## src/rtl/intr_ctrl_pkg.sv

```systemverilog
// Shared constants, state encoding and helpers for the interrupt controller.
// Register offsets are byte offsets inside the FFFF_3xxx peripheral window.
package intr_ctrl_pkg;

    localparam int NSRC_MAX = 16;

    localparam logic [11:0] INTC_PENDING   = 12'h000;
    localparam logic [11:0] INTC_ENABLE    = 12'h004;
    localparam logic [11:0] INTC_CLAIM     = 12'h008;
    localparam logic [11:0] INTC_EOI       = 12'h00C;
    localparam logic [11:0] INTC_INSERVICE = 12'h010;
    localparam logic [11:0] INTC_MODE      = 12'h014;

    localparam logic [31:0] CLAIM_VALID = 32'h8000_0000;

    typedef enum logic [1:0] {
        IDLE    = 2'd0,
        ASSERT  = 2'd1,
        SERVICE = 2'd2
    } intc_state_e;

    function automatic logic [31:0] claim_word(
        input logic [3:0] idx
    );
        return CLAIM_VALID | {28'd0, idx};
    endfunction

endpackage

```

## src/rtl/intr_src_cond.sv

```systemverilog
// Per-source conditioning: two-stage sampler, level/falling-edge capture
// and the PENDING bit, cleared by a claim only while in edge mode.
module intr_src_cond
    import intr_ctrl_pkg::*;
(
    input  logic clk,
    input  logic reset,
    input  logic src_n,
    input  logic edge_mode,
    input  logic claim_clr,
    output logic pending
);

    logic src_q;
    logic src_d;
    logic fall;

    assign fall = src_q & ~src_d;

    // A fresh falling edge wins over a claim in the same cycle.
    always_ff @(posedge clk) begin
        if (reset) begin
            src_q   <= 1'b0;
            src_d   <= 1'b0;
            pending <= 1'b0;
        end else begin
            src_q <= ~src_n;
            src_d <= src_q;
            if (!edge_mode) begin
                pending <= src_q;
            end else if (fall) begin
                pending <= 1'b1;
            end else if (claim_clr) begin
                pending <= 1'b0;
            end
        end
    end

endmodule

```

## src/rtl/intr_ctrl.sv

```systemverilog
// Memory-mapped interrupt controller: enable/mode/in-service registers,
// fixed-priority claim, EOI retire and the single registered IRQ line.
module intr_ctrl
    import intr_ctrl_pkg::*;
#(
    parameter int NSRC = 4
)
(
    input  logic            clk,
    input  logic            reset,
    input  logic            CS_N,
    input  logic            RD_N,
    input  logic            WR_N,
    input  logic [11:0]     Addr,
    input  logic [31:0]     DataIn,
    output logic [31:0]     DataOut,
    input  logic [NSRC-1:0] IntrSrc_N,
    output logic            IRQ
);

    logic [NSRC-1:0] pending;
    logic [NSRC-1:0] enable;
    logic [NSRC-1:0] mode;
    logic [NSRC-1:0] inservice;
    logic [NSRC-1:0] inservice_nxt;
    logic [NSRC-1:0] eligible;
    logic [NSRC-1:0] claim_vec;
    logic [NSRC-1:0] eoi_vec;

    intc_state_e state;
    intc_state_e state_nxt;

    logic [3:0]  win_idx;
    logic        has_win;
    logic        rd_en;
    logic        wr_en;
    logic        claim_ok;
    logic        eoi_wr;
    logic        eoi_ok;
    logic        irq_q;
    logic [31:0] rdata;
    logic        unused_data;

    assign rd_en  = ~CS_N & ~RD_N;
    assign wr_en  = ~CS_N & ~WR_N;
    assign eoi_wr = wr_en && (Addr == INTC_EOI);

    for (genvar i = 0; i < NSRC; i++) begin : g_src
        intr_src_cond u_cond (
            .clk       (clk),
            .reset     (reset),
            .src_n     (IntrSrc_N[i]),
            .edge_mode (mode[i]),
            .claim_clr (claim_vec[i]),
            .pending   (pending[i])
        );
    end

    assign eligible = pending & enable & ~inservice;
    assign has_win  = |eligible;

    // Walk from the top so the lowest set index is left standing.
    always_comb begin
        win_idx = '0;
        for (int i = NSRC - 1; i >= 0; i--) begin
            if (eligible[i]) begin
                win_idx = 4'(i);
            end
        end
    end

    assign claim_ok = rd_en && (Addr == INTC_CLAIM)
                      && (state == ASSERT) && has_win;

    always_comb begin
        claim_vec = '0;
        eoi_vec   = '0;
        for (int i = 0; i < NSRC; i++) begin
            claim_vec[i] = claim_ok && (win_idx == 4'(i));
            eoi_vec[i]   = eoi_wr && (DataIn[3:0] == 4'(i))
                           && inservice[i];
        end
    end

    assign eoi_ok        = |eoi_vec;
    assign inservice_nxt = (inservice | claim_vec) & ~eoi_vec;

    always_comb begin
        state_nxt = state;
        unique case (state)
            IDLE: begin
                if (has_win) begin
                    state_nxt = ASSERT;
                end
            end
            ASSERT: begin
                if (claim_ok) begin
                    state_nxt = SERVICE;
                end else if (!has_win) begin
                    state_nxt = IDLE;
                end
            end
            SERVICE: begin
                if (eoi_ok && (inservice_nxt == '0)) begin
                    state_nxt = IDLE;
                end
            end
            default: state_nxt = IDLE;
        endcase
    end

    always_ff @(posedge clk) begin
        if (reset) begin
            state     <= IDLE;
            irq_q     <= 1'b0;
            enable    <= '0;
            mode      <= '0;
            inservice <= '0;
        end else begin
            state     <= state_nxt;
            irq_q     <= (state_nxt == ASSERT);
            inservice <= inservice_nxt;
            if (wr_en && (Addr == INTC_ENABLE)) begin
                enable <= DataIn[NSRC-1:0];
            end
            if (wr_en && (Addr == INTC_MODE)) begin
                mode <= DataIn[NSRC-1:0];
            end
        end
    end

    assign IRQ = irq_q;

    always_comb begin
        rdata = '0;
        case (Addr)
            INTC_PENDING:   rdata[NSRC-1:0] = pending;
            INTC_ENABLE:    rdata[NSRC-1:0] = enable;
            INTC_CLAIM: begin
                if ((state == ASSERT) && has_win) begin
                    rdata = claim_word(win_idx);
                end
            end
            INTC_INSERVICE: rdata[NSRC-1:0] = inservice;
            INTC_MODE:      rdata[NSRC-1:0] = mode;
            default:        rdata = '0;
        endcase
    end

    assign DataOut = rd_en ? rdata : '0;

    // Upper write-data bits are architecturally ignored.
    assign unused_data = ^DataIn;

endmodule
```

## config.mk

```make
export PLATFORM = sky130hd
export DESIGN_NAME = intr_ctrl
export DESIGN_NICKNAME = d
export VERILOG_FILES = /design/src/rtl/intr_ctrl_pkg.sv /design/src/rtl/intr_src_cond.sv /design/src/rtl/intr_ctrl.sv
export SDC_FILE = /design/constraint.sdc
export NUM_CORES = 1
export LEC_CHECK = 0
export CORE_UTILIZATION = 38
export CTS_CLUSTER_SIZE = 16
export DETAILED_ROUTE_END_ITERATION = 8
export GPL_TIMING_DRIVEN = 0
export PLACE_DENSITY_LB_ADDON = 0.12
export SYNTH_ARGS = -nofsm -noshare
export SYNTH_HDL_FRONTEND = slang
export SYNTH_HIERARCHICAL = 1
export SYNTH_SLANG_ARGS = --single-unit
```

## constraint.sdc

```tcl
create_clock -name clk -period 3.01 [get_ports clk]
set_input_delay 0.602 -clock clk [delete_from_list [all_inputs] [get_ports clk]]
set_output_delay 0.602 -clock clk [all_outputs]
set_load 0.02 [all_outputs]
```

After elaboration in Yosys (flattened, before gate mapping)
Index checks and enable logic that the tools add are counted.
{"block": "word_totals", "word_cells": 110, "input_bits": 53, "ff_bits": 27}
{"block": "op_classes", "eq_ne": 18, "n_reduce_logical": 27, "mux": 25, "bitwise_logic": 23}
{"cell": "$mux W32", "n": 2}
{"cell": "$mux W28", "n": 1}
{"cell": "$eq A12 B4 Y1 const B", "n": 2}
{"cell": "$eq A12 B5 Y1 const B", "n": 2}
{"cell": "$logic_and A1 B1 Y1", "n": 20}
{"cell": "$pmux W4 S5", "n": 1}
{"cell": "$eq A4 B2 Y1 const B", "n": 4}
{"cell": "$and A4 B4 Y4", "n": 3}
{"cell": "$eq A12 B3 Y1 const B", "n": 1}
{"cell": "$logic_not A12 Y1", "n": 1}
{"cell": "$logic_not A4 Y1", "n": 3}
{"cell": "$mux W1", "n": 12}
{"cell": "$mux W2", "n": 6}
{"cell": "$ne A3 B1 Y1 const B", "n": 4}
{"cell": "$not A1 Y1", "n": 11}
{"cell": "$eq A4 B1 Y1 const B", "n": 2}
{"cell": "$mux W4", "n": 2}
{"cell": "$not A4 Y4", "n": 2}
{"cell": "$reduce_or A4 Y1", "n": 2}
{"cell": "$and A1 B1 Y1", "n": 6}
{"cell": "$pmux W2 S3", "n": 1}
{"cell": "$eq A2 B1 Y1 const B", "n": 2}
{"cell": "$or A4 B4 Y4", "n": 1}
{"cell": "$eq A2 B2 Y1 const B", "n": 1}
{"cell": "$logic_not A2 Y1", "n": 1}

Depth between registers and ports, before layout
Gate-level depths: netlist of the first run.
{"block": "logic_depth", "word_depth": 15, "mapped_depth": 8}

Modules after synthesis
The synthesis of the first run kept the hierarchy.
{"module": "intr_ctrl", "cells_each": 139, "area_each_um2": 1169.9, "seq_area_each_um2": 300.3, "n_inst": 1}
{"module": "intr_src_cond", "cells_each": 8, "area_each_um2": 93.8, "seq_area_each_um2": 60.1, "n_inst": 4}

Worst setup path before layout of the first run
No wires, ideal clock.
{"block": "synth_path", "path_kind": "input to output", "from": "input Addr[9]", "to": "output DataOut[1]", "arrival_ns": 2.262, "required_time_ns": 2.408, "path_stages": 6, "setup_slack_ns": 0.146, "cell_sequence": "or4_4 or4_1 buf_2 inv_1 nand3_1 a21oi_1"}
{"block": "synth_via", "elab_chain_len": 3, "word_cells_on_any_way": 7, "classes_between": "eq/ne: 4; mux: 2; reduce/logical: 1"}
{"item": "start, declared", "line": "intr_ctrl.sv:14", "rtl": "input logic [11:0] Addr,"}
{"item": "$eq A12 B5 Y1, or another cell as far along", "line": "intr_ctrl.sv:136", "rtl": "case (Addr)"}
{"item": "$pmux W4 S5 *", "line": "intr_ctrl.sv:136"}
{"item": "$mux W32 *", "line": "intr_ctrl.sv:150", "rtl": "assign DataOut = rd_en ? rdata : '0;"}
{"item": "end, declared", "line": "intr_ctrl.sv:16", "rtl": "output logic [31:0] DataOut,"}
Mark *: on every way between the ends. The rest lies on a longest branch, timed or not.

Worst setup path in the final report of the first run
{"block": "layout_path", "from": "input CS_N", "to": "output DataOut[2]"}
{"block": "layout_via", "elab_chain_len": 3}
{"item": "start, declared", "line": "intr_ctrl.sv:11", "rtl": "input logic CS_N,"}
{"item": "$not A1 Y1", "line": "intr_ctrl.sv:44", "rtl": "assign rd_en = ~CS_N & ~RD_N;"}
{"item": "$and A1 B1 Y1", "line": "intr_ctrl.sv:44"}
{"item": "$mux W32", "line": "intr_ctrl.sv:150"}
No other way between the ends.

==> summary.md, run 1 <==
| Metric | Value |
|---|---|
| Worst hold margin | `470 ps` |
| Area leader, netlist | `dfxtp_1` |
| CTS max path bufs | `2` |
| Global placement routability congestion | `0.931` |
| Crit path capture type | `output port` |
| Chip height | `65.8 um` |
| WHS Endpoint | `g_src[2].u_cond/src_d$_SDFF_PP0_` |
| Initial antenna violation count | `0` |
| #FFs+latches synth | `27` |
| Final Hold Vio Count | `0` |
| Post-Syn Area | `0.00155 sq mm` |
| Top layer in use | `met4` |
| Port Buffers | `27` |
| CP delay by family, top | `simple AND/OR/NAND/NOR gates` |
| Setup Viol. Count Final | `0` |
| Filler cells | `342` |
| CP max stage delay | `600 ps` |
| Least-Margin Pin Slew | `736 ps` |
| Crit path time final | `2890 ps` |
| CP Data Arrival Time | `2290 ps` |
| Worst slew margin | `50.7%` |
| Site row count | `22` |
| YS warnings | `6` |
| Vias in the first global route | `1,366` |
| Share of cells above drive strength 1 | `26.7%` |
| Initial Util | `41.0%` |
| Critical path origin | `CS_N` |
| Final core utilization | `56.8%` |
| R2r startpoint | `state[1]$_SDFF_PP0_` |
| I/O pin cnt | `86` |
| CTS tree | `yes` |
| Sw Ratio | `25.6%` |
| DR pass1 iterations | `4` |
| Pint | `0.515 mW` |
| Clk_lat worst skew | `270 ps` |
| CTS Buf Count | `3` |
| Finished Cell Area | `0.00214 sq mm` |
| Top cell type's share of synthesized area | `35.0%` |
| WL met3 | `306 um` |
| Setup_tns | `0 ps` |
| Seq/Total Area, Yosys | `35.0%` |
| FF-to-FF setup slack | `870 ps` |
| Core area | `0.00377 sq mm` |
| Hold Crit Depth | `1` |
| First-pass GRT wire length | `6230 um` |
| HP Class | `flip-flop to flip-flop` |
| Ant. Diodes | `0` |
| Area taken by multi-input logic gates | `915 sq um` |
| Overall Global Routing Usage | `19.4%` |
| Final wirelength | `3930 um` |
| Clk sink count | `27` |
| H-Tree Level Count | `1` |
| Post-Place Cell Area | `0.00197 sq mm` |
| Largest net degree at the start of global routing | `19` |
| Placed cells | `272` |
| Die area | `0.00433 sq mm` |
| CP max stage cell | `nor2_1` |
| Status | `finished, final reports clean` |
| RSZ-0062 raised after global routing | `no` |
| Worst path cell trace | `clkdlybuf4s50_1 -> nor2_1 -> and3_1 -> dlygate4sd2_1` |
| Clk pwr share | `29.2%` |
| DRC | `0` |
| Hold Crit Start | `g_src[2].u_cond/src_q$_SDFF_PP0_` |
| Power per Cell Area | `323 mW/mm^2` |
| Crit path launch type | `input pin` |
| R2r endpoint | `g_src[1].u_cond/pending$_SDFFE_PP0P_` |
| Routed vias/inst | `4.91` |
| Sequential share of power | `53.0%` |
| Clock-pin slew on the worst setup and hold paths | `90 ps` |
| Buf/Inv on CP | `2` |
| PnR Total Power | `0.692 mW` |
| FF/Latch Area | `541 sq um` |
| Maxcap violations | `0` |
| Worst reg2reg path depth | `9` |
| DP HPWL | `2780 um` |
| CTS root buf | `clkbuf_8` |
| Chip width | `65.8 um` |
| Worst vdd ir | `0.156 mV` |
| Synth top area cells | `dfxtp_1 (35%), buf_4 (13%), mux4_2 (5.8%), nor2_1 (3.6%), nand2_1 (3.4%)` |
| Slew Limit Fails | `0` |
| Pre-CTS setup slack | `-900 ps` |
| Layout Area Growth over Synthesis | `38.6%` |
| Crit Path Class | `input pin to output port` |
| Combinational power share | `17.8%` |
| WL per Instance | `13.8 um` |
| Met1 wire length | `1650 um` |
| Antenna-violating nets left | `0` |
| Leak | `1.01 nW` |
| Psw | `0.178 mW` |
| Final Cycle Share | `96.0%` |
| Via count | `1,394` |
| Iter 0 DRT Violations | `51` |
| Fin cells | `284` |
| Worst Clk Skew | `4.14 ps` |
| Crit Path Max Fanout | `8` |
| Peak Freq | `0.346 GHz` |
| NumNets Final | `290` |
| Worst endpoint required time | `2410 ps` |
| Overflow after GRT | `0` |
| WL met2 | `1900 um` |
| Syn_area_per_cell | `9.04 sq um` |
| Post-synth cell types | `36` |
| Syn Inst Count | `171` |
| Post-route worst setup slack | `120 ps` |
## state kept, by name (all words and copies together), names as in the netlist
signal                flops
enable                    4
g_src.u_cond/pending      4
g_src.u_cond/src_q        4
IRQ                       1
mode                      4
state                     2
inservice                 4
g_src.u_cond/src_d        4
## cells in the final DEF (no fill, tap or decap), drive strengths merged
cell / Yosys / routed
nor2: 15 / 15
nand3b: 5 / 5
buf: 30 / 40
nor3: 2 / 2
a32oi: 1 / 1
o31ai: 2 / 2
dlymetal6s2s: 0 / 2
conb: 1 / 27
inv: 6 / 6
and3: 2 / 2
a21o: 4 / 4
nor2b: 6 / 6
or3: 2 / 2
mux4: 4 / 4
nand4: 3 / 3
o31a: 1 / 1
mux2i: 5 / 5
o21ai: 3 / 3
a2111oi: 2 / 2
nor4: 1 / 1
nand2: 14 / 14
nand2b: 2 / 2
or4: 3 / 3
dlygate4sd2: 0 / 5
clkdlybuf4s50: 0 / 14
nor4b: 2 / 2
o41ai: 4 / 4
and4bb: 4 / 4
nand3: 7 / 7
dfxtp: 27 / 27
a31oi: 1 / 1
clkinv: 0 / 1
clkbuf: 2 / 6
o211ai: 1 / 1
clkdlybuf4s15: 0 / 3
a21oi: 8 / 8
and3b: 1 / 1
## power by group through the flow
stage | registers, mW | logic [mW] | clock network [mW]
after floorplan | 0.374 | 0.0788 | 0
after global placement | 0.375 | 0.118 | 0
after detailed placement | 0.375 | 0.119 | 0
after CTS | 0.367 | 0.121 | 0.210
after global routing | 0.368 | 0.133 | 0.230
final | 0.367 | 0.123 | 0.202
## worst max-delay path by stage
stage                       endpoint  depth (start not counted)
after floorplan           DataOut[1]                          6
after global placement    DataOut[1]                          6
after detailed placement  DataOut[2]                          5
after CTS                 DataOut[1]                          8
after global routing      DataOut[2]                          6
final                     DataOut[2]                          4
## cell usage after synthesis, drive strengths merged
| master | instances |
|---|---|
| buf | 30 |
| dfxtp | 27 |
| nor2 | 15 |
| nand2 | 14 |
| a21oi | 8 |
| nand3 | 7 |
| inv | 6 |
| nor2b | 6 |
| mux2i | 5 |
| nand3b | 5 |
| a21o | 4 |
| and4bb | 4 |
| mux4 | 4 |
| o41ai | 4 |
| nand4 | 3 |
| o21ai | 3 |
| or4 | 3 |
| a2111oi | 2 |
| and3 | 2 |
| clkbuf | 2 |
| nand2b | 2 |
| nor3 | 2 |
| nor4b | 2 |
| o31ai | 2 |
| or3 | 2 |
| a31oi | 1 |
| a32oi | 1 |
| and3b | 1 |
| conb | 1 |
| nor4 | 1 |
| o211ai | 1 |
| o31a | 1 |
## logic make-up after synthesis
| family | Yosys count | share of synthesized area (%) |
|---|---|---|
| AND/OR/NAND/NOR | 69 | 26.3 |
| buffers and inverters | 38 | 16.0 |
| AO/OA/AOI/OAI | 27 | 13.4 |
| flip-flops | 27 | 35.0 |
| multiplexers | 9 | 9.07 |
| other | 1 | 0.243 |
## per-layer routing
| layer | up-vias | track usage (%) |
|---|---|---|
| met3 | 8 | 2.59 |
| met1 | 637 | 23.5 |
| met2 | 61 | 32.9 |
| met5 | - | 0 |
| met4 | 0 | 10.6 |
| li1 | 688 | - |
## area by class of cell
type                            count  area share (%)
Timing Repair Buffer               36            15.8
Clock buffer                        3            1.93
Sequential cell                    27            25.2
Multi-Input combinational cell    132            42.7
Tap cell                           48            2.80
Buffer                             31            10.3
Inverter                            6            1.05
Clock inverter                      1           0.234
## repair_timing
action                     4_1_cts  5_1_grt
gates resized for setup         35        8
pin swaps                        6        5
hold buffers                     0        0
setup buffers                    8        2
setup endpoints to repair       11        5
hold endpoints to repair         0        0
Power figures use the tool's default switching activity.
==> inputs of run 2 (changes only) <==
--- a/config.mk
+++ b/config.mk
@@ -5,11 +5,13 @@
 export SDC_FILE = /design/constraint.sdc
 export NUM_CORES = 1
 export LEC_CHECK = 0
-export CORE_UTILIZATION = 38
+export CORE_UTILIZATION = 40
+export CTS_BUF_LIST = sky130_fd_sc_hd__clkbuf_4 sky130_fd_sc_hd__clkbuf_8
 export CTS_CLUSTER_SIZE = 16
 export DETAILED_ROUTE_END_ITERATION = 8
 export GPL_TIMING_DRIVEN = 0
 export PLACE_DENSITY_LB_ADDON = 0.12
+export SETUP_SLACK_MARGIN = 0.05
 export SYNTH_ARGS = -nofsm -noshare
 export SYNTH_HDL_FRONTEND = slang
 export SYNTH_HIERARCHICAL = 1
==> summary.md, run 2 (synthesis results as in run 1) <==
| Metric | Value |
|---|---|
| Status | `finished, final reports clean` |
| Share of cells above drive strength 1 | `27.8% (+1.1 points)` |
| Port Buffers | `27 (unchanged)` |
| WL per Instance | `13.2 um (-4.6%)` |
| Chip height | `64.2 um (-2.5%)` |
| Worst Clk Skew | `6.73 ps (+2.58 ps)` |
| Crit Path Max Fanout | `3 (-5)` |
| Maxcap violations | `0 (unchanged)` |
| Slew Limit Fails | `0 (unchanged)` |
| Final Cycle Share | `96.0% (about the same)` |
| Crit path capture type | `output port` |
| Antenna-violating nets left | `0 (unchanged)` |
| Least-Margin Pin Slew | `657 ps (-79.6 ps)` |
| Clk_lat worst skew | `280 ps (about the same)` |
| CTS tree | `yes` |
| Pre-CTS setup slack | `-886 ps (+14.0 ps)` |
| Vias in the first global route | `1,325 (-3.0%)` |
| DRC | `0 (unchanged)` |
| Commonest non-fill, non-tap cells in the layout | `buf_4 (32), dfxtp_1 (27), conb_1 (27)` |
| Final wirelength | `3720 um (-5.3%)` |
| Setup Viol. Count Final | `0 (unchanged)` |
| NumNets Final | `288 (-0.69%)` |
| Final core utilization | `57.1% (+0.32 points)` |
| Clock-pin slew on the worst setup and hold paths | `90 ps (about the same)` |
| Largest net degree at the start of global routing | `19 (unchanged)` |
| Initial antenna violation count | `0 (unchanged)` |
| Overall Global Routing Usage | `19.4% (-0.082 points)` |
| Crit Path Class | `input pin to output port` |
| Core area | `0.00369 sq mm (-2.2%)` |
| Overflow after GRT | `0 (unchanged)` |
| Layout Area Growth over Synthesis | `36.4%` |
| Via count | `1,391 (-0.22%)` |
| CTS Buf Count | `3 (unchanged)` |
| Initial Util | `41.9% (+0.92 points)` |
| Power per Cell Area | `331 mW/mm^2 (+2.3%)` |
| DP HPWL | `2700 um (-2.9%)` |
| Final Hold Vio Count | `0 (unchanged)` |
| Site row count | `22 (unchanged)` |
| Worst slew margin | `56.1% (+5.3 points)` |
| I/O pin cnt | `86 (unchanged)` |
| Commonest non-fill, non-tap cell in the layout | `buf_4` |
| Routed vias/inst | `4.93 (+0.49%)` |
| HP Class | `flip-flop to flip-flop` |
| PnR Total Power | `0.696 mW (+0.59%)` |
| Iter 0 DRT Violations | `37 (-27%)` |
| Post-Place Cell Area | `0.00197 sq mm (unchanged)` |
| H-Tree Level Count | `1 (unchanged)` |
| Leak | `0.980 nW (-3.4%)` |
| Worst vdd ir | `0.206 mV (+32%)` |
| Clk sink count | `27 (unchanged)` |
| Ant. Diodes | `0 (unchanged)` |
| CTS root buf | `clkbuf_8` |
| Global placement routability congestion | `0.898 (-3.5%)` |
| RSZ-0062 raised after global routing | `no` |
| Worst endpoint required time | `2410 ps (about the same)` |
| CP Data Arrival Time | `2290 ps (about the same)` |
| Crit path time final | `2890 ps (+0.183 ps)` |
| Finished Cell Area | `0.00211 sq mm (-1.6%)` |
| Chip width | `64.2 um (-2.5%)` |
| Die area | `0.00412 sq mm (-4.9%)` |
| CTS max path bufs | `2 (unchanged)` |
| DR pass1 iterations | `4 (unchanged)` |
| Worst hold margin | `467 ps (-2.75 ps)` |
| Peak Freq | `0.346 GHz (about the same)` |
| Crit path launch type | `input pin` |
| Post-route worst setup slack | `120 ps (-0.183 ps)` |
| First-pass GRT wire length | `6070 um (-2.5%)` |
==> run 2: repair_timing <==
item / CTS / global route
gates resized for setup: 38 / 11
endpoints found under the setup margin: 11 / 5
setup buffers: 7 / 0
pin swaps: 6 / 3
hold buffers: 0 / 0
==> run 2: metrics by stage <==
step,setup TNS (ps),instances
global route,0,282
global placement,-7040,272
CTS,0,283
finish,0,282
detailed placement,-6910,272
floorplan,0,197
==> run 2: layout make-up <==
cell class | instances | area (sq um)
clock buffers | 3 | 41.3
repair buffers | 34 | 303
well taps | 48 | 60.1
clock inverters | 1 | 5.00
flip-flops and latches | 27 | 541
fillers | 356 | 1580
multi-input cells | 132 | 915
inverters | 6 | 22.5
plain buffers | 31 | 220
==> run 2: worst max-delay path: stages <==
cell	delay, ps
clkdlybuf4s50_1	400
or3_4	370
or4_4	450
inv_2	80
nand3_4	80
a21oi_2	170
buf_6	130
==> run 2: final timing paths <==
check / start / to / slack (ps) / cells after the start
worst max-delay path: Addr[5] / DataOut[1] / 120 / 7
worst min-delay path: g_src[3].u_cond/src_q$_SDFF_PP0_ / g_src[3].u_cond/src_d$_SDFF_PP0_ / 470 / 1
worst max register to register: state[1]$_SDFF_PP0_ / g_src[1].u_cond/pending$_SDFFE_PP0P_ / 860 / 9
worst min register to register: g_src[3].u_cond/src_q$_SDFF_PP0_ / g_src[3].u_cond/src_d$_SDFF_PP0_ / 470 / 1
==> run 2: power by group <==
group | total (mW) | internal [mW] | switching [mW]
Combinational | 0.122 | 0.0574 | 0.0650
Clock | 0.207 | 0.0929 | 0.114
Sequential | 0.367 | 0.364 | 0.00276
Total | 0.696 | 0.514 | 0.182
==> run 2: per-layer routing <==
layer | GRT usage (%) | share of wire, % | up-vias | wire length [um]
li1 | - | - | 686 | -
met3 | 3.04 | 7.1 | 5 | 265
met1 | 23.0 | 43 | 643 | 1610
met2 | 35.0 | 48 | 57 | 1800
met5 | 0 | 0 | - | 0
met4 | 6.94 | 1.3 | 0 | 48
==> inputs of run 3 (changes only) <==
--- a/config.mk
+++ b/config.mk
@@ -5,8 +5,7 @@
 export SDC_FILE = /design/constraint.sdc
 export NUM_CORES = 1
 export LEC_CHECK = 0
-export CORE_UTILIZATION = 40
-export CTS_BUF_LIST = sky130_fd_sc_hd__clkbuf_4 sky130_fd_sc_hd__clkbuf_8
+export CORE_UTILIZATION = 38
 export CTS_CLUSTER_SIZE = 16
 export DETAILED_ROUTE_END_ITERATION = 8
 export GPL_TIMING_DRIVEN = 0
==> summary.md, run 3 (synthesis results as in run 1) <==
| Metric | Value |
|---|---|
| Vias in the first global route | `1,367 (+3.2%)` |
| Overflow after GRT | `0 (unchanged)` |
| Global placement routability congestion | `0.931 (+3.6%)` |
| Die area | `0.00433 sq mm (+5.1%)` |
| Worst hold margin | `470 ps (+3.06 ps)` |
| Clock-pin slew on the worst setup and hold paths | `90 ps (about the same)` |
| Via count | `1,418 (+1.9%)` |
| Placed cells | `272 (unchanged)` |
| Peak Freq | `0.345 GHz (-0.30%)` |
| CP Data Arrival Time | `2300 ps (about the same)` |
| CP delay by family, top | `buffers and inverters` |
| Worst slew margin | `57.1% (+1.1 points)` |
| R2r startpoint | `state[1]$_SDFF_PP0_` |
| Antenna-violating nets left | `0 (unchanged)` |
| Layout Area Growth over Synthesis | `37.5%` |
| R2r endpoint | `g_src[1].u_cond/pending$_SDFFE_PP0P_` |
| DRC | `0 (unchanged)` |
| PnR Total Power | `0.694 mW (-0.41%)` |
| DR pass1 iterations | `4 (unchanged)` |
| Largest net degree at the start of global routing | `19 (unchanged)` |
| WL met2 | `1880 um (+4.7%)` |
| Least-Margin Pin Slew | `641 ps (-15.6 ps)` |
| Worst Clk Skew | `5.82 ps (-0.903 ps)` |
| Buf/Inv on CP | `5 (+2)` |
| CP max stage cell | `or4_4` |
| Routed vias/inst | `4.99 (+1.2%)` |
| Worst vdd ir | `0.156 mV (-24%)` |
| Filler cells | `346 (-2.8%)` |
| Overall Global Routing Usage | `19.4% (+0.046 points)` |
| NumNets Final | `290 (+0.69%)` |
| Chip height | `65.8 um (+2.5%)` |
| WL met3 | `291 um (+9.8%)` |
| Ant. Diodes | `0 (unchanged)` |
| Final Cycle Share | `96.3% (+0.29 points)` |
| Final wirelength | `3940 um (+5.8%)` |
| Final Hold Vio Count | `0 (unchanged)` |
| Worst path cell trace | `clkdlybuf4s15_1 -> or4_4 -> buf_4 -> nor4b_4 -> buf_4 -> buf_4 -> nand2_1 -> a21oi_2 -> buf_6` |
| Crit path capture type | `output port` |
| Hold Crit Start | `g_src[2].u_cond/src_q$_SDFF_PP0_` |
| FF-to-FF setup slack | `880 ps (+20 ps)` |
| CTS Buf Count | `3 (unchanged)` |
| Iter 0 DRT Violations | `33 (-11%)` |
| Top layer in use | `met4` |
| Pre-CTS setup slack | `-900 ps (-14.0 ps)` |
| Port Buffers | `27 (unchanged)` |
| Chip width | `65.8 um (+2.5%)` |
| RSZ-0062 raised after global routing | `yes` |
| Fin cells | `284 (+0.71%)` |
| Crit path time final | `2900 ps (+8.75 ps)` |
| Clk_lat worst skew | `270 ps (about the same)` |
| Clk sink count | `27 (unchanged)` |
| Initial antenna violation count | `0 (unchanged)` |
| Hold Crit Depth | `1 (unchanged)` |
| Leak | `0.989 nW (+0.99%)` |
| Commonest non-fill, non-tap cell in the layout | `buf_4` |
| Core area | `0.00377 sq mm (+2.2%)` |
| DP HPWL | `2780 um (+2.9%)` |
| Status | `finished, final reports clean` |
| Initial Util | `41.0% (-0.92 points)` |
| Met1 wire length | `1680 um (+4.5%)` |
| Setup Viol. Count Final | `0 (unchanged)` |
| Setup_tns | `0 ps (unchanged)` |
| Power per Cell Area | `326 mW/mm^2 (-1.2%)` |
| WHS Endpoint | `g_src[2].u_cond/src_d$_SDFF_PP0_` |
| Commonest non-fill, non-tap cells in the layout | `buf_4 (36), dfxtp_1 (27), conb_1 (27)` |
| Post-route worst setup slack | `111 ps (-8.75 ps)` |
| CP max stage delay | `490 ps (+40 ps)` |
| Worst reg2reg path depth | `9 (unchanged)` |
| Share of cells above drive strength 1 | `28.0% (+0.19 points)` |
| Crit Path Class | `input pin to output port` |
| CTS tree | `yes` |
| I/O pin cnt | `86 (unchanged)` |
| Maxcap violations | `0 (unchanged)` |
| Site row count | `22 (unchanged)` |
| HP Class | `flip-flop to flip-flop` |
| H-Tree Level Count | `1 (unchanged)` |
| Crit path launch type | `input pin` |
| Crit Path Max Fanout | `5 (+2)` |
| Slew Limit Fails | `0 (unchanged)` |
| Worst endpoint required time | `2410 ps (about the same)` |
| Most used cell, CP | `buf_4` |
| CTS max path bufs | `2 (unchanged)` |
| CTS root buf | `clkbuf_8` |
| First-pass GRT wire length | `6220 um (+2.4%)` |
| WL per Instance | `13.9 um (+5.0%)` |
-- run 3: worst max-delay path by stage --
| stage | end | startpoint | depth (start not counted) | slack, ps |
|---|---|---|---|---|
| after floorplan | DataOut[1] | Addr[9] | 6 | 150 |
| after global placement | DataOut[1] | Addr[9] | 6 | -900 |
| after detailed placement | DataOut[2] | Addr[9] | 5 | -900 |
| after CTS | DataOut[1] | Addr[11] | 8 | 60 |
| after global routing | DataOut[0] | Addr[11] | 9 | 30 |
| final | DataOut[1] | Addr[11] | 9 | 110 |
-- run 3: worst register-to-register path: cells and delay by family (launching register included) --
family,cells,cell delay (ps)
and+or+nand+nor,5,1200
DFF,1,340
buffers and inverters,3,340
AOI/OAI and AO/OA,1,150
-- run 3: metal layers --
layer / track usage, % / vias up
met5: 0 / -
met4: 10.6 / 0
met3: 2.59 / 12
met2: 32.9 / 66
met1: 23.4 / 654
li1: - / 686
-- run 3: through the flow --
stage                     utilization [%]  area [sq um]
after floorplan                         -          1640
after global placement               52.3          1970
after detailed placement             52.3          1970
after CTS                            55.9          2110
after global routing                 56.3          2120
final                                56.3          2120
-- run 3: power by group --
part / internal [mW] / total, mW / switching (mW)
Clock: 0.0928 / 0.204 / 0.111
Combinational: 0.0569 / 0.123 / 0.0658
Sequential: 0.364 / 0.367 / 0.00292
-- run 3: area by class of cell --
type                       instances  area, sq um  share of cell area [%]
clock buffer                       3         41.3                    1.94
tap                               48         60.1                    2.83
clock inverter                     1         5.00                   0.236
timing repair buffer              36          318                    15.0
multi-input combinational        132          917                    43.2
inverter                           6         22.5                    1.06
buffer                            31          220                    10.4
sequential                        27          541                    25.4
-- run 3: timing repair --
item	4_1_cts	5_1_grt
hold buffers	0	0
pin swaps	6	3
endpoints found under the hold margin	0	0
gates resized for setup	40	8
setup endpoints to repair	11	4
buffers inserted	8	1
